## config.mk

```make
export PLATFORM = sky130hd
export DESIGN_NAME = mips_boot_ctrl_flat
export DESIGN_NICKNAME = d
export VERILOG_FILES = /design/src/rtl/mips_boot_pkg.sv /design/src/rtl/mips_boot_ctrl_if.sv /design/src/rtl/mips_boot_ctrl_sat_counter.sv /design/src/rtl/mips_boot_ctrl.sv /design/src/flat_wrapper.sv
export SDC_FILE = /design/constraint.sdc
export NUM_CORES = 1
export LEC_CHECK = 0
export CAP_MARGIN = 5
export CORE_ASPECT_RATIO = 0.9
export CORE_MARGIN = 2
export CORE_UTILIZATION = 38
export CTS_CLUSTER_SIZE = 25
export DETAILED_ROUTE_END_ITERATION = 8
export PLACE_DENSITY = 0.82
export RECOVER_POWER = 100
export SYNTH_ARGS = -nofsm -noshare
export SYNTH_HDL_FRONTEND = slang
export SYNTH_HIERARCHICAL = 1
export SYNTH_SLANG_ARGS = --single-unit
```

## constraint.sdc

```tcl
create_clock -name clk -period 2.75 [get_ports clk]
set_clock_uncertainty 0.05 [all_clocks]
set_input_delay 0.825 -clock clk [delete_from_list [all_inputs] [get_ports clk]]
set_output_delay 0.825 -clock clk [all_outputs]
set_load 0.005 [all_outputs]
```

## src/rtl/mips_boot_pkg.sv

```systemverilog
// Shared types and constants for the MIPS boot/run sequencer.
package mips_boot_pkg;

    typedef enum logic [2:0] {
        StLoad,
        StDrain,
        StRelease,
        StRun,
        StHalt
    } boot_state_t;

    localparam logic [31:0] SYSCALL_INSTR = 32'h0000_000C;
    localparam logic [31:0] EXIT_CODE     = 32'd10;
    localparam logic [4:0]  V0_REG        = 5'd2;

endpackage

```

## src/rtl/mips_boot_ctrl_if.sv

```systemverilog
// Boot ROM, imem write port and core control/status bundle of the boot sequencer.
interface mips_boot_ctrl_if #(
    parameter int unsigned ROM_AW  = 6,
    parameter int unsigned IMEM_AW = 10
);
    logic [ROM_AW-1:0]  rom_addr;
    logic [31:0]        rom_data;
    logic               imem_wr_en;
    logic [IMEM_AW-1:0] imem_wr_addr;
    logic [31:0]        imem_wr_data;
    logic               cpu_reset;
    logic               cpu_run;
    logic [31:0]        instr;
    logic [31:0]        v0_val;
    logic               boot_done;
    logic               halted;
    logic               timeout;
    logic [31:0]        cycle_count;

    modport master (
        output rom_addr, imem_wr_en, imem_wr_addr, imem_wr_data,
        output cpu_reset, cpu_run, boot_done, halted, timeout, cycle_count,
        input  rom_data, instr, v0_val
    );

    modport slave (
        input  rom_addr, imem_wr_en, imem_wr_addr, imem_wr_data,
        input  cpu_reset, cpu_run, boot_done, halted, timeout, cycle_count,
        output rom_data, instr, v0_val
    );

endinterface

```

## src/rtl/mips_boot_ctrl_sat_counter.sv

```systemverilog
// Up-counter with enable and synchronous clear that sticks at its all-ones value.
module sat_counter #(
    parameter int unsigned WIDTH = 32
) (
    input  logic             clk,
    input  logic             rst,
    input  logic             i_en,
    input  logic             i_clr,
    output logic [WIDTH-1:0] o_count
);

    logic [WIDTH-1:0] r_count;
    logic [WIDTH-1:0] w_count_next;

    always_comb begin
        w_count_next = r_count;
        if (i_clr) begin
            w_count_next = '0;
        end else if (i_en && (r_count != '1)) begin
            w_count_next = r_count + 1'b1;
        end
    end

    always_ff @(posedge clk or posedge rst) begin
        if (rst) begin
            r_count <= '0;
        end else begin
            r_count <= w_count_next;
        end
    end

    assign o_count = r_count;

endmodule

```

## src/rtl/mips_boot_ctrl.sv

```systemverilog
// Boot sequencer: copies the boot ROM into imem with the core held in reset, then
// gates core execution and stops it on the exit syscall or when the cycle budget runs out.
module mips_boot_ctrl
    import mips_boot_pkg::*;
#(
    parameter int unsigned BOOT_WORDS = 16,
    parameter int unsigned ROM_AW     = 6,
    parameter int unsigned IMEM_AW    = 10,
    parameter int unsigned BOOT_BASE  = 0,
    parameter logic [31:0] MAX_CYCLES = 32'd100000
) (
    input logic              clk,
    input logic              reset,
    mips_boot_ctrl_if.master bus
);

    localparam logic [ROM_AW-1:0]  LastAddr    = ROM_AW'(BOOT_WORDS - 1);
    localparam logic [IMEM_AW-1:0] BaseAddr    = IMEM_AW'(BOOT_BASE);
    localparam logic [31:0]        CountHitVal = MAX_CYCLES - 32'd1;

    boot_state_t        r_state, w_state_next;
    logic [ROM_AW-1:0]  r_rom_addr, w_rom_addr_next;
    logic               r_wr_en, w_wr_en_next;
    logic [IMEM_AW-1:0] r_wr_addr, w_wr_addr_next;
    logic               r_cpu_reset, w_cpu_reset_next;
    logic               r_cpu_run, w_cpu_run_next;
    logic               r_boot_done, w_boot_done_next;
    logic               r_halted, w_halted_next;
    logic               r_timeout, w_timeout_next;

    logic [31:0] w_count;
    logic        w_exit;
    logic        w_budget_hit;

    assign w_exit = (r_state == StRun) && (bus.instr == SYSCALL_INSTR) &&
                    (bus.v0_val == EXIT_CODE);
    // This RUN cycle's increment is the one that reaches the budget.
    assign w_budget_hit = (r_state == StRun) && (w_count == CountHitVal);

    always_ff @(posedge clk or posedge reset) begin
        if (reset) begin
            r_state <= StLoad;
        end else begin
            r_state <= w_state_next;
        end
    end

    always_comb begin
        w_state_next = r_state;
        unique case (r_state)
            StLoad:    if (r_rom_addr == LastAddr) w_state_next = StDrain;
            StDrain:   w_state_next = StRelease;
            StRelease: w_state_next = StRun;
            StRun:     if (w_exit || w_budget_hit) w_state_next = StHalt;
            StHalt:    w_state_next = StHalt;
            default:   w_state_next = StLoad;
        endcase
    end

    always_comb begin
        w_rom_addr_next  = r_rom_addr;
        w_wr_en_next     = (r_state == StLoad);
        w_wr_addr_next   = r_wr_addr;
        w_cpu_reset_next = (w_state_next == StLoad) || (w_state_next == StDrain);
        w_cpu_run_next   = (w_state_next == StRun);
        w_boot_done_next = (w_state_next == StRun) || (w_state_next == StHalt);
        w_halted_next    = (w_state_next == StHalt);
        // Exit wins over a coincident budget hit.
        w_timeout_next   = r_timeout || (w_budget_hit && !w_exit);
        if (r_state == StLoad) begin
            w_wr_addr_next = BaseAddr + IMEM_AW'(r_rom_addr);
            if (r_rom_addr != LastAddr) begin
                w_rom_addr_next = r_rom_addr + 1'b1;
            end
        end
    end

    always_ff @(posedge clk or posedge reset) begin
        if (reset) begin
            r_rom_addr  <= '0;
            r_wr_en     <= 1'b0;
            r_wr_addr   <= '0;
            r_cpu_reset <= 1'b1;
            r_cpu_run   <= 1'b0;
            r_boot_done <= 1'b0;
            r_halted    <= 1'b0;
            r_timeout   <= 1'b0;
        end else begin
            r_rom_addr  <= w_rom_addr_next;
            r_wr_en     <= w_wr_en_next;
            r_wr_addr   <= w_wr_addr_next;
            r_cpu_reset <= w_cpu_reset_next;
            r_cpu_run   <= w_cpu_run_next;
            r_boot_done <= w_boot_done_next;
            r_halted    <= w_halted_next;
            r_timeout   <= w_timeout_next;
        end
    end

    sat_counter #(
        .WIDTH (32)
    ) u_cycle_cnt (
        .clk     (clk),
        .rst     (reset),
        .i_en    (r_state == StRun),
        .i_clr   (r_state == StLoad),
        .o_count (w_count)
    );

    assign bus.rom_addr     = r_rom_addr;
    assign bus.imem_wr_en   = r_wr_en;
    assign bus.imem_wr_addr = r_wr_addr;
    // The ROM output register already holds this word; gating keeps it 0 when idle.
    assign bus.imem_wr_data = r_wr_en ? bus.rom_data : 32'd0;
    assign bus.cpu_reset    = r_cpu_reset;
    assign bus.cpu_run      = r_cpu_run;
    assign bus.boot_done    = r_boot_done;
    assign bus.halted       = r_halted;
    assign bus.timeout      = r_timeout;
    assign bus.cycle_count  = w_count;

endmodule

```

## src/flat_wrapper.sv

```systemverilog
// flat-port wrapper written by rule: the top's interface ports become plain ports
module mips_boot_ctrl_flat import mips_boot_pkg::*;
#(
    parameter int unsigned BOOT_WORDS = 16,
    parameter int unsigned ROM_AW     = 6,
    parameter int unsigned IMEM_AW    = 10,
    parameter int unsigned BOOT_BASE  = 0,
    parameter logic [31:0] MAX_CYCLES = 32'd100000
)
  (clk, reset, bus_rom_addr, bus_imem_wr_en, bus_imem_wr_addr, bus_imem_wr_data, bus_cpu_reset, bus_cpu_run, bus_boot_done, bus_halted, bus_timeout, bus_cycle_count, bus_rom_data, bus_instr, bus_v0_val);
  mips_boot_ctrl_if #(.ROM_AW(ROM_AW), .IMEM_AW(IMEM_AW)) bus_i ();
  input logic clk;
  input logic reset;
  output wire logic [$bits(bus_i.rom_addr)-1:0] bus_rom_addr;
  output wire logic [$bits(bus_i.imem_wr_en)-1:0] bus_imem_wr_en;
  output wire logic [$bits(bus_i.imem_wr_addr)-1:0] bus_imem_wr_addr;
  output wire logic [$bits(bus_i.imem_wr_data)-1:0] bus_imem_wr_data;
  output wire logic [$bits(bus_i.cpu_reset)-1:0] bus_cpu_reset;
  output wire logic [$bits(bus_i.cpu_run)-1:0] bus_cpu_run;
  output wire logic [$bits(bus_i.boot_done)-1:0] bus_boot_done;
  output wire logic [$bits(bus_i.halted)-1:0] bus_halted;
  output wire logic [$bits(bus_i.timeout)-1:0] bus_timeout;
  output wire logic [$bits(bus_i.cycle_count)-1:0] bus_cycle_count;
  input wire logic [$bits(bus_i.rom_data)-1:0] bus_rom_data;
  input wire logic [$bits(bus_i.instr)-1:0] bus_instr;
  input wire logic [$bits(bus_i.v0_val)-1:0] bus_v0_val;
  assign bus_rom_addr = bus_i.rom_addr;
  assign bus_imem_wr_en = bus_i.imem_wr_en;
  assign bus_imem_wr_addr = bus_i.imem_wr_addr;
  assign bus_imem_wr_data = bus_i.imem_wr_data;
  assign bus_cpu_reset = bus_i.cpu_reset;
  assign bus_cpu_run = bus_i.cpu_run;
  assign bus_boot_done = bus_i.boot_done;
  assign bus_halted = bus_i.halted;
  assign bus_timeout = bus_i.timeout;
  assign bus_cycle_count = bus_i.cycle_count;
  assign bus_i.rom_data = bus_rom_data;
  assign bus_i.instr = bus_instr;
  assign bus_i.v0_val = bus_v0_val;
  mips_boot_ctrl #(.BOOT_WORDS(BOOT_WORDS), .ROM_AW(ROM_AW), .IMEM_AW(IMEM_AW), .BOOT_BASE(BOOT_BASE), .MAX_CYCLES(MAX_CYCLES)) u_core (.clk(clk), .reset(reset), .bus(bus_i));
endmodule
```

# Word-level counts from Yosys, hierarchy flattened
# Index checks and enable logic that the tools add are counted.
totals:
  ff_bits: 53
  latch_bits: 0
  mem_bits_rw: 0
  romBits: 0
  inputBits: 98
  output_inout_bits: 86
  elab_cells: 45
  mem_count: 0
classes:
  n_addsub: 2
  n_mul: 0
  div_mod_pow: 0
  n_lt_le_gt_ge: 0
  eq_ne: 13
  n_shift: 0
  n_mux: 6
  n_bitwise: 0
  n_reduce_logical: 14
op_table:
  columns: ["cell", "count"]
  rows:
  - ["$mux 32", 3]
  - ["$eq 32x4->1 const B", 2]
  - ["$add 32x1->32 const B", 1]
  - ["$eq 32x17->1 const B", 1]
  - ["$ne 32x32->1 const B", 1]
  - ["$pmux 3 s5", 1]
  - ["$eq 3x2->1 const B", 3]
  - ["$add 6x1->6 const B", 1]
  - ["$eq 3x1->1 const B", 2]
  - ["$eq 3x3->1 const B", 2]
  - ["$eq 6x4->1 const B", 1]
  - ["$logic_not 3->1", 2]
  - ["$mux 3", 2]
  - ["$ne 6x4->1 const B", 1]
  - ["$logic_and 1x1->1", 5]
  - ["$logic_or 1x1->1", 4]
  - ["$reduce_and 2->1", 1]
  - ["$reduce_bool 2->1", 1]
  - ["$logic_not 1->1", 1]

# Logic depth before layout (Yosys ltp)
# Gate-level depths: netlist (run 1).
depth:
  depth_word: 8
  ltp_mapped: 8
  ltp_nobuf: 7

# Modules after synthesis
# Netlist (run 1), hierarchy kept.
by_module_without_submodules:
  columns: ["mod", "n_inst", "cells_each", "area_per_inst_um2", "seq_area_each_um2"]
  rows:
  - ["sat_counter", 1, 186, 1740.4, 800.8]
  - ["mips_boot_ctrl", 1, 152, 1317.5, 526.8]

# Worst setup path before layout (run 1)
# OpenSTA, ideal clock, no wires.
synth_path:
  path_kind: "register to register"
  startpoint: "register u_core.r_state[2]"
  endpoint: "register u_core.u_cycle_cnt.r_count[19] (netlist: u_core/u_cycle_cnt/o_count[19])"
  setup_ns: 0.078
  t_arrival_ns: 2.175
  t_required_ns: 2.622
  setup_slack_ns: 0.447
  path_stages_with_launch: 9
  path_buffers: 1
  synth_period_minus_slack_ns: 2.303
  cell_sequence: "dfrtp_1 nor2b_1 and2_1 nand4_1 nor3_1 o311ai_1 buf_2 or4_1 a21oi_1"
synth_between:
  elab_chain_cells: 3
  elab_cells_between_ends: 5
  cone_classes: "eq/ne (1); mux (1); reduce/logical (3)"
synth_rtl:
  columns: ["item", "line_no", "source"]
  rows:
  - ["from (decl)", "mips_boot_ctrl.sv:21", "boot_state_t r_state, w_state_next;"]
  - ["from (signal assigned)", "mips_boot_ctrl.sv:42", "r_state <= StLoad;"]
  - ["from (signal assigned)", "mips_boot_ctrl.sv:44", "r_state <= w_state_next;"]
  - ["$eq 3x2->1", "mips_boot_ctrl.sv:105", ".i_en (r_state == StRun),"]
  - ["$logic_and 1x1->1", "mips_boot_ctrl_sat_counter.sv:19", "end else if (i_en && (r_count != '1)) begin"]
  - ["$reduce_bool 2->1 (no source line)", null, null]
  - ["to (signal assigned)", "mips_boot_ctrl_sat_counter.sv:28", "r_count <= w_count_next;"]
  - ["to (decl)", "mips_boot_ctrl_sat_counter.sv:12", "logic [WIDTH-1:0] r_count;"]
# Several ways; a longest one is shown, not always the timed one.
# A chain may end at the register's enable or synchronous reset.

# Worst setup path after layout (run 1)
layout_path:
  startpoint: "input bus_rom_data[3]"
  endpoint: "output bus_imem_wr_data[3]"
layout_between:
  elab_chain_cells: 1
layout_rtl:
  columns: ["item", "line_no", "source"]
  rows:
  - ["from (decl)", "flat_wrapper.sv:24", "input wire logic [$bits(bus_i.rom_data)-1:0] bus_rom_data;"]
  - ["$mux 32", "mips_boot_ctrl.sv:114", "assign bus.imem_wr_data = r_wr_en ? bus.rom_data : 32'd0;"]
  - ["to (decl)", "flat_wrapper.sv:17", "output wire logic [$bits(bus_i.imem_wr_data)-1:0] bus_imem_wr_data;"]
# Every way passes these cells.

==> key figures, run 1 <==
Power
  • Leakage: 2.19 nW
  • Worst IR drop on VDD: 0.223 mV
  • Post-layout power: 1.40 mW
  • PwrDens: 279 mW/mm^2

Floorplanning
  • Die Outline Area: 0.00878 mm^2
  • Initial cell density of the core: 0.386
  • Number of top-level pins: 184
  • Core box area: 0.00791 mm^2
  • Die height: 89.1 um
  • Die Width: 98.6 um
  • Cell Rows: 31

Synth
  • Fraction of registers with async set/reset: 1.00
  • Distinct cell type count after synthesis: 49
  • Yosys synthesis warning count: 6
  • Yosys reg bits: 53
  • Prevailing post-synth register cell: dfrtp_1
  • Portion of the post-synthesis area used by sequential elements: 0.434
  • Cell area after synthesis: 0.00306 mm^2
  • Number of enable-type register cells in the synthesized netlist: 0
  • Post-Synthesis Cells: 338
  • Average instance area after synthesis: 9.05 um^2

Critical path
  • Largest fanout on the critical path: 1
  • CP required: 1.88 ns
  • Highest cell delay on the worst timing path: 0.56 ns
  • Cell class contributing the biggest share of worst-path delay: buffers and inverters
  • CP endpoint kind: primary output
  • Cell breakdown of the critical path: dlygate4sd3_1 -> and2_1 -> dlygate4sd2_1
  • Crit path DAT: 1.81 ns
  • Crit Path Class: in -> out
  • Worst setup SP type: primary input
  • Worst path buffer plus inverter count: 2
  • Max stage delay cell, worst path: dlygate4sd3_1

Clock tree
  • Clock tree from TritonCTS: done
  • Number of setup buffers added after CTS: 0
  • Number of H-tree levels: 2
  • Clock latency reported for the late side of the worst-skew pair: 0.31 ns
  • Clk Tree Root Cell: clkbuf_8
  • Quantity of hold-fixing buffers added after cts: 0
  • Clock transition at the registers of the reported paths: 0.09 ns
  • Number of clock sinks: 53
  • Number of buffers inserted during clock tree synthesis: 5
  • CTS max path bufs: 2

Detailed routing
  • Detailed-route wire length: 9850 um
  • Number of nets with antenna violations after detailed routing: 0
  • Drt pass-1 iters: 5
  • Vias after detailed routing: 3378
  • Vias/cell: 5.42
  • Post-route DRC: 0
  • Number of design-rule violations left by the first detailed-router iteration: 152
  • Post-DR wirelength/cell: 15.8 um

Timing
  • Final hold violations: 0
  • Final number of max-transition violations: 0
  • Final sum of negative setup slack: 0 ns
  • Final cycle utilization of the critical path: 0.977
  • Unrepaired setup endpoints after global routing: no
  • Tmin final: 2.69 ns
  • Post-layout worst setup margin: 0.0641 ns
  • Total setup violations reported at the end of the flow: 0
  • Transition time of the tightest slew-check pin: 0.883 ns
  • Hold slack final: 0.422 ns
  • FMAX: 0.372 GHz
  • Relative slew slack: 0.412

Cells and area
  • Most used cells in the layout excluding fill and tap cells: clkdlybuf4s50_1 (79), dlygate4sd3_1 (68), dfrtp_1 (52)
  • Net total in the final layout: 623
  • Most frequent standard cell in the layout excluding fill and tap cells: clkdlybuf4s50_1
  • Synth-to-layout area growth: 64.1%
  • Final Core Density: 0.634
  • Post-route cell area: 0.00502 mm^2
  • Number of inserted diodes: 0
  • Non-filler instance count after layout: 623
  • Fraction of layout cells with a size suffix above 1: 0.0382

GRT
  • Number of antenna violations at the first check in global routing: 0
  • Wire length of the first global-routing pass: 15500 um
  • Overall routing resource usage: 0.217
  • Vias in the first global route: 3192
  • Maximum number of pins on one net before global-route repair: 34
  • Overflow left after global routing: 0

Placement
  • Pre-CTS setup slack: -0.115 ns
  • DP HPWL: 7840 um
  • Count of buffers from port buffering: 179
  • Post-Place Cells: 615
  • Last weighted congestion value of the routability-driven placer: 0.824
  • Instance area at placement: 0.00499 mm^2

Flow run
  • MaxCap Viol Count: 0

Outcome
  • Outcome: finished, final reports clean

Min path
  • Hold crit path type: reg -> reg
-- tightest hold or removal path, stage by stage, from the launching register on --
cell	delay, ns
dfrtp_1	0.35
inv_1	0.04
o31ai_1	0.05
-- area by class of cell --
type	count	area (um^2)
multi-input combinational	262	1600
clock buffer	5	68.8
inverter	12	45.0
tap	99	124
clock inverter	3	26.3
fill	717	2900
sequential	53	1330
timing repair buffer	189	1820
-- where the power goes --
part           total, mW  switching [mW]  leakage, nW  internal [mW]
combinational      0.157          0.0389         1.49          0.118
sequential         0.779               0        0.647          0.779
clock              0.464           0.277       0.0487          0.186
-- what timing repair did --
item | 4_1_cts | 5_1_grt
setup endpoints to repair | 28 | 4
cloned | 0 | 0
gates resized for setup | 28 | 4
endpoints found under the hold margin | 0 | 0
-- cells in the mapped netlist, drive strengths merged (2+ instances only) --
library cell  count  area share
clkbuf            7      0.0086
a21oi            27       0.044
nand2            35       0.043
nor4             18       0.037
ha                2      0.0082
xor2              2      0.0057
dfrtp            52        0.43
nor4b             4       0.014
and2             35       0.072
a21o              2      0.0049
buf               7       0.017
and4              5       0.014
and3              4      0.0082
o21ai            15       0.025
a21boi            2      0.0049
xnor2             5       0.014
o311ai            2      0.0057
nor3              4      0.0065
or4              16       0.041
o41ai             2      0.0082
or3              14       0.030
nand4            10       0.023
nand3            15       0.025
nor2             11       0.014
o31ai            16       0.039
inv              11       0.014
-- state kept, by name, indices dropped and copies added, names as in the netlist --
name                        count
u_core/bus.timeout              1
u_core/bus.cpu_reset            1
u_core/bus.imem_wr_en           1
u_core/bus.cpu_run              1
u_core/bus.imem_wr_addr         6
u_core/u_cycle_cnt/o_count     32
u_core/bus.halted               1
u_core/bus.boot_done            1
u_core/bus.rom_addr             6
u_core/r_state                  3
-- path summary, 6_finish.rpt --
| path | startpoint | to | slack [ns] | cells past startpoint |
|---|---|---|---|---|
| min reg2reg | u_core/bus.timeout$_DFF_PP0_ | u_core/bus.timeout$_DFF_PP0_ | 0.42 | 2 |
| max in group asynchronous | reset | u_core/bus.boot_done$_DFF_PP0_ | 0.76 | 3 |
| min in group asynchronous | reset | u_core/bus.imem_wr_addr[3]$_DFFE_PP0P_ | 0.84 | 2 |
| max reg2reg | u_core/u_cycle_cnt/o_count[0]$_DFFE_PP0P_ | u_core/u_cycle_cnt/o_count[28]$_DFFE_PP0P_ | 0.15 | 6 |
| min | u_core/bus.timeout$_DFF_PP0_ | u_core/bus.timeout$_DFF_PP0_ | 0.42 | 2 |
| max | bus_rom_data[3] | bus_imem_wr_data[3] | 0.06 | 3 |
-- cells by family (layout without fill, tap and decap cells) --
kind of cell,Yosys count,count (layout),share of synthesized area
mux,2,2,0.00696
buf+inv,26,209,0.0401
simple gates,177,177,0.345
fa+ha+maj,2,2,0.00818
other cells,1,4,0.00123
compound gates,70,70,0.145
flops,53,53,0.434
xor+xnor,7,7,0.0200
-- routing by layer --
metal / global-route usage / vias up / part of all wire
li1: - / 1624 / -
met1: 0.260 / 1586 / 0.37
met2: 0.403 / 164 / 0.52
met3: 0.0539 / 4 / 0.095
met4: 0.0386 / 0 / 0.0068
met5: 0 / - / 0
Note: power is estimated with default switching activity, not from simulation.
==> run 2: changes to the inputs <==
--- a/config.mk
+++ b/config.mk
@@ -7,7 +7,7 @@
 export LEC_CHECK = 0
 export CAP_MARGIN = 5
 export CORE_ASPECT_RATIO = 0.9
-export CORE_MARGIN = 2
+export CORE_MARGIN = 10
 export CORE_UTILIZATION = 38
 export CTS_CLUSTER_SIZE = 25
 export DETAILED_ROUTE_END_ITERATION = 8
==> constraint.sdc (replaced) <==
create_clock -name clk -period 2.75 [get_ports clk]
set_clock_uncertainty 0.05 [all_clocks]
set_input_delay 0.825 -clock clk [delete_from_list [all_inputs] [get_ports clk]]
set_output_delay 0.825 -clock clk [all_outputs]
set_load 0.02 [all_outputs]
==> run 2 against run 1 <==
Against the previous run: global-route usage shrank 3.5 points; via count grew 0.77%; worst setup slack lost 0.019 ns; non-clock buffer count grew 1; critical path depth is the same; routed wire length grew 16%; combinational power is essentially flat; maximum frequency shrank 0.69%; sequential share of layout area shrank 0.16 points; count of clock-buffer cells in the layout is the same; hold slack gained 0.0030 ns; core utilization grew 2.2 points; critical path type unchanged; critical endpoint is now bus_imem_wr_data[15]; largest power group unchanged; highest routed layer unchanged.
==> key figures, run 2 (same netlist as run 1, synthesis figures left out) <==
Critical path
  • Worst R2R End: u_core/u_cycle_cnt/o_count[25]$_DFFE_PP0P_
  • R2R depth: 8 (+2)
  • CP required: 1.88 ns (about the same)
  • Start point of the critical path: bus_rom_data[15]
  • Worst setup SP type: primary input
  • CP endpoint kind: primary output
  • RR Startpoint: u_core/r_state[2]$_DFF_PP0_
  • Last element of the critical path: bus_imem_wr_data[15]
  • Largest fanout on the critical path: 1 (unchanged)
  • R2R Setup Slk: 0.16 ns (about the same)
  • Crit path DAT: 1.83 ns (+0.02 ns)
  • Crit Path Class: in -> out

Cells and area
  • Sequential cell area: 0.00133 mm^2 (unchanged)
  • Total of fill cells in the finished design: 639 (-11%)
  • Most used cells in the layout excluding fill and tap cells: clkdlybuf4s50_1 (77), dlygate4sd3_1 (70), dfrtp_1 (52)
  • Non-filler instance count after layout: 621 (-0.32%)
  • Fraction of layout cells with a size suffix above 1: 0.0438 (+0.00564)
  • Flip-flop count of the largest register after layout: 32 (unchanged)
  • Most frequent standard cell in the layout excluding fill and tap cells: clkdlybuf4s50_1
  • Number of inserted diodes: 0 (unchanged)
  • Synth-to-layout area growth: 65.1%
  • Net total in the final layout: 624 (+0.16%)
  • Multi-input combinational cell area: 0.00161 mm^2 (+0.39%)

Power
  • PwrDens: 309 mW/mm^2 (+11%)
  • Worst IR drop on VDD: 0.199 mV (-11%)
  • Power share of the sequential group: 0.500 (-0.057)
  • Logic gate share of total power: 0.102 (-0.010)
  • Int Pwr: 1.26 mW (+16%)
  • Leakage: 2.24 nW (+2.3%)
  • Clock network power share: 0.399 (+0.068)
  • Switching share of total power: 0.193 (-0.0331)
  • Switching Power: 0.300 mW (-4.9%)
  • Post-layout power: 1.56 mW (+11%)

Floorplanning
  • Die Outline Area: 0.0120 mm^2 (+37%)
  • Core box area: 0.00769 mm^2 (-2.8%)
  • Die Width: 115 um (+16%)
  • Cell Rows: 30 (-3.2%)
  • Initial cell density of the core: 0.397 (+0.0109)
  • Die height: 105 um (+18%)
  • Number of top-level pins: 184 (unchanged)

Flow run
  • MaxCap Viol Count: 0 (unchanged)

Detailed routing
  • Drt pass-1 iters: 4 (-1)
  • Number of nets with antenna violations after detailed routing: 0 (unchanged)
  • Vias/cell: 5.48 (+1.1%)
  • Post-route DRC: 0 (unchanged)
  • Post-DR wirelength/cell: 18.5 um (+17%)
  • Vias after detailed routing: 3404 (+0.77%)
  • Detailed-route wire length: 11500 um (+16%)
  • Number of design-rule violations left by the first detailed-router iteration: 235 (+55%)

Timing
  • Tmin final: 2.70 ns (+0.0187 ns)
  • Transition time of the tightest slew-check pin: 1.14 ns (+0.253 ns)
  • Final cycle utilization of the critical path: 0.983 (+0.00679)
  • Post-layout worst setup margin: 0.0455 ns (-0.0187 ns)
  • Total setup violations reported at the end of the flow: 0 (unchanged)
  • Final number of max-transition violations: 0 (unchanged)
  • Relative slew slack: 0.243 (-0.169)
  • Final hold violations: 0 (unchanged)
  • Final sum of negative setup slack: 0 ns (unchanged)
  • FMAX: 0.370 GHz (-0.69%)
  • Hold slack final: 0.425 ns (+0.00295 ns)
  • Unrepaired setup endpoints after global routing: no

GRT
  • Overflow left after global routing: 0 (unchanged)
  • Vias in the first global route: 3428 (+7.4%)
  • Number of antenna violations at the first check in global routing: 0 (unchanged)
  • Overall routing resource usage: 0.181 (-0.0351)
  • Wire length of the first global-routing pass: 18100 um (+17%)
  • Maximum number of pins on one net before global-route repair: 41 (+21%)

Placement
  • Pre-CTS setup slack: -0.175 ns (-0.0607 ns)
  • Last weighted congestion value of the routability-driven placer: 0.850 (+3.1%)
  • Post-Place Cells: 613 (-0.33%)
  • DP HPWL: 9230 um (+18%)
  • Count of buffers from port buffering: 179 (unchanged)

Clock tree
  • Clock transition at the registers of the reported paths: 0.09 ns (about the same)
  • Number of clock sinks: 53 (unchanged)
  • Clock latency reported for the late side of the worst-skew pair: 0.31 ns (about the same)
  • CTS max path bufs: 2 (unchanged)
  • Quantity of hold-fixing buffers added after cts: 0 (unchanged)
  • Clock tree from TritonCTS: done
  • Clk Tree Root Cell: clkbuf_8
  • Number of H-tree levels: 2 (unchanged)
  • Number of buffers inserted during clock tree synthesis: 5 (unchanged)

Outcome
  • Outcome: finished, final reports clean

Min path
  • Hold crit path type: reg -> reg
  • Min-Delay Startpoint: u_core/bus.imem_wr_addr[5]$_DFFE_PP0P_
[run 2: final cells by class]
type | instances | share of cell area
tap | 96 | 0.0238
timing repair buffer | 190 | 0.359
sequential | 53 | 0.263
inverter | 12 | 0.00892
multi-input combinational | 262 | 0.318
clock buffer | 5 | 0.0136
clock inverter | 3 | 0.0129
[run 2: power by group through the flow]
stage,sequential (mW),clock (mW),combinational [mW]
final,0.779,0.621,0.158
after CTS,0.779,0.632,0.167
after global routing,0.779,0.673,0.170
after detailed placement,0.794,0,0.167
after global placement,0.794,0,0.164
after floorplan,0.794,0,0.0256
[run 2: repair_timing]
item | 4_1_cts | 5_1_grt
setup endpoints to repair | 32 | 0
buffers inserted | 0 | 0
gates resized for setup | 32 | 0
[run 2: per-layer routing]
metal / share of wire / up-vias / track usage
li1: - / 1624 / -
met1: 0.39 / 1601 / 0.204
met2: 0.48 / 172 / 0.300
met3: 0.12 / 7 / 0.0892
met4: 0.0076 / 0 / 0.0403
met5: 0 / - / 0
[run 2: through the flow]
stage	area [um^2]	util
3_5_place_dp	4990	0.648
4_1_cts	5080	0.660
5_1_grt	5050	0.656
6_report	5050	0.656
2_1_floorplan	3070	-
3_3_place_gp	4990	0.648
[run 2: worst min path at each step]
stage	cells past startpoint	endpoint	slack, ns
floorplan	1	u_core/r_state[1]$_DFF_PP0_	0.45
global placement	2	u_core/bus.imem_wr_addr[3]$_DFFE_PP0P_	0.41
detailed placement	2	u_core/bus.imem_wr_addr[5]$_DFFE_PP0P_	0.42
CTS	2	u_core/bus.imem_wr_addr[5]$_DFFE_PP0P_	0.44
finish	2	u_core/bus.imem_wr_addr[5]$_DFFE_PP0P_	0.42
global route	2	u_core/bus.imem_wr_addr[5]$_DFFE_PP0P_	0.47
[run 2: critical path: stages]
cell and delay [ns]:
dlygate4sd3_1 0.53, and2_1 0.15, dlygate4sd2_1 0.32
==> run 3: changes to the inputs <==
--- a/config.mk
+++ b/config.mk
@@ -11,8 +11,10 @@
 export CORE_UTILIZATION = 38
 export CTS_CLUSTER_SIZE = 25
 export DETAILED_ROUTE_END_ITERATION = 8
-export PLACE_DENSITY = 0.82
+export PLACE_DENSITY = 0.91
 export RECOVER_POWER = 100
+export SETUP_SLACK_MARGIN = 0.02
+export SLEW_MARGIN = 20
 export SYNTH_ARGS = -nofsm -noshare
 export SYNTH_HDL_FRONTEND = slang
 export SYNTH_HIERARCHICAL = 1
==> run 3 against run 2 <==
Against the previous run: hold slack got worse by 0.0018 ns; non-clock buffer count is the same; sequential power barely moved; final cell count is the same; register-to-register slack worse by 0.04 ns; via count increased by 2.4%; routed wire length is 1.3% higher; die area unchanged.
==> key figures, run 3 (same netlist as run 1, synthesis figures left out) <==
Detailed routing
  • Detailed-route wire length: 11600 um (+1.3%)
  • Number of design-rule violations left by the first detailed-router iteration: 163 (-31%)
  • Vias/cell: 5.61 (+2.4%)
  • Post-DR wirelength/cell: 18.7 um (+1.3%)
  • Post-route DRC: 0 (unchanged)
  • Drt pass-1 iters: 4 (unchanged)
  • Number of nets with antenna violations after detailed routing: 0 (unchanged)
  • Vias after detailed routing: 3484 (+2.4%)

Floorplanning
  • Die Width: 115 um (unchanged)
  • Core box area: 0.00769 mm^2 (unchanged)
  • Cell Rows: 30 (unchanged)
  • Die Outline Area: 0.0120 mm^2 (unchanged)
  • Number of top-level pins: 184 (unchanged)
  • Die height: 105 um (unchanged)
  • Initial cell density of the core: 0.397 (unchanged)

Cells and area
  • Most frequent standard cell in the layout excluding fill and tap cells: clkdlybuf4s50_1
  • Multi-input combinational cell area: 0.00162 mm^2 (+0.47%)
  • Final Core Density: 0.653 (-0.00293)
  • Sequential cell area: 0.00133 mm^2 (unchanged)
  • Flip-flop count of the largest register after layout: 32 (unchanged)
  • Number of inserted diodes: 0 (unchanged)
  • Synth-to-layout area growth: 64.4%
  • Most used cells in the layout excluding fill and tap cells: clkdlybuf4s50_1 (85), dlygate4sd3_1 (62), dfrtp_1 (52)
  • Total of fill cells in the finished design: 637 (-0.31%)
  • Net total in the final layout: 624 (unchanged)
  • Fraction of layout cells with a size suffix above 1: 0.0476 (+0.00381)

Power
  • Worst IR drop on VDD: 0.192 mV (-3.9%)
  • Leakage: 2.22 nW (-0.85%)
  • PwrDens: 283 mW/mm^2 (-8.3%)
  • Post-layout power: 1.42 mW (-8.7%)

Critical path
  • Largest fanout on the critical path: 1 (unchanged)
  • Crit path DAT: 1.83 ns (about the same)
  • Cell class contributing the biggest share of worst-path delay: buffers and inverters
  • Worst path buffer plus inverter count: 2 (unchanged)
  • CP endpoint kind: primary output
  • Cell breakdown of the critical path: dlygate4sd3_1 -> and2_1 -> dlygate4sd2_1
  • Worst setup SP type: primary input
  • Crit Path Class: in -> out
  • CP required: 1.88 ns (about the same)
  • Max stage delay cell, worst path: dlygate4sd3_1
  • Highest cell delay on the worst timing path: 0.54 ns (about the same)

Timing
  • Unrepaired setup endpoints after global routing: yes
  • Post-layout worst setup margin: 0.0461 ns (+0.000622 ns)
  • Tmin final: 2.70 ns (-0.000622 ns)
  • FMAX: 0.370 GHz (about the same)
  • Transition time of the tightest slew-check pin: 0.907 ns (-0.228 ns)
  • Relative slew slack: 0.395 (+0.152)
  • Total setup violations reported at the end of the flow: 0 (unchanged)
  • Final number of max-transition violations: 0 (unchanged)
  • Final hold violations: 0 (unchanged)
  • Final cycle utilization of the critical path: 0.983 (about the same)

GRT
  • Overall routing resource usage: 0.181 (about the same)
  • Number of antenna violations at the first check in global routing: 0 (unchanged)
  • Maximum number of pins on one net before global-route repair: 35 (-15%)
  • Vias in the first global route: 3620 (+5.6%)
  • Wire length of the first global-routing pass: 18200 um (+0.95%)
  • Overflow left after global routing: 0 (unchanged)

Placement
  • Count of buffers from port buffering: 179 (unchanged)
  • DP HPWL: 9330 um (+1.1%)
  • Pre-CTS setup slack: -0.194 ns (-0.0187 ns)
  • Last weighted congestion value of the routability-driven placer: 0.912 (+7.4%)

Clock tree
  • Number of H-tree levels: 2 (unchanged)
  • CTS max path bufs: 2 (unchanged)
  • Number of clock sinks: 53 (unchanged)
  • Clock tree from TritonCTS: done
  • Clock latency reported for the late side of the worst-skew pair: 0.30 ns (about the same)
  • Number of setup buffers added after CTS: 0 (unchanged)
  • Clk Tree Root Cell: clkbuf_8
  • Clock transition at the registers of the reported paths: 0.09 ns (about the same)
  • Number of buffers inserted during clock tree synthesis: 5 (unchanged)

Flow run
  • MaxCap Viol Count: 0 (unchanged)

Min path
  • Hold crit path type: reg -> reg

Outcome
  • Outcome: finished, final reports clean
-- run 3: worst min-delay path, cell delays in order, from the launching register on --
cell     delay (ns)
dfrtp_1        0.35
nand2_1        0.05
nand2_1        0.05
-- run 3: worst paths after layout --
check	slack (ns)	to	from	cells past startpoint
worst min-delay path	0.42	u_core/bus.imem_wr_addr[1]$_DFFE_PP0P_	u_core/bus.imem_wr_addr[1]$_DFFE_PP0P_	2
worst min register to register	0.42	u_core/bus.imem_wr_addr[1]$_DFFE_PP0P_	u_core/bus.imem_wr_addr[1]$_DFFE_PP0P_	2
worst max-delay path	0.05	bus_imem_wr_data[19]	bus_rom_data[19]	3
max in group asynchronous	0.72	u_core/r_state[1]$_DFF_PP0_	reset	3
worst max register to register	0.12	u_core/u_cycle_cnt/o_count[26]$_DFFE_PP0P_	u_core/u_cycle_cnt/o_count[0]$_DFFE_PP0P_	6
min in group asynchronous	0.86	u_core/bus.imem_wr_addr[3]$_DFFE_PP0P_	reset	2
-- run 3: report_power, final --
| group | internal [mW] | switching, mW |
|---|---|---|
| Sequential | 0.779 | 0 |
| Combinational | 0.120 | 0.0435 |
| Clock | 0.228 | 0.252 |
| Total | 1.13 | 0.295 |
-- run 3: metrics by stage --
stage / setup TNS, ns / instances / hold slack (ns) / cell area, um^2
global route: 0 / 621 / 0.466 / 5030
floorplan: 0 / 341 / 0.446 / 3070
CTS: 0 / 621 / 0.435 / 5050
global placement: -4.38 / 613 / 0.405 / 4990
finish: 0 / 621 / 0.423 / 5030
detailed placement: -4.70 / 613 / 0.413 / 4990
-- run 3: layout make-up --
| cell class | count | share of cell area |
|---|---|---|
| clock buffers | 7 | 0.0192 |
| clock inverters | 1 | 0.000996 |
| inverters | 12 | 0.00896 |
| multi-input cells | 262 | 0.321 |
| flip-flops and latches | 53 | 0.264 |
| well taps | 96 | 0.0239 |
| repair buffers | 190 | 0.361 |
-- run 3: repair_timing --
item,in CTS,in global routing
hold endpoints to repair,0,0
pin swaps,0,0
endpoints found under the setup margin,32,8
resized for setup,32,2
hold buffers,0,0
-- run 3: per-layer routing --
layer  routed length, um  GRT usage  share of wire
met1                4260      0.193           0.37
met2                5860      0.323           0.50
met3                1390     0.0743           0.12
met4                 104     0.0420         0.0090
met5                   0          0              0
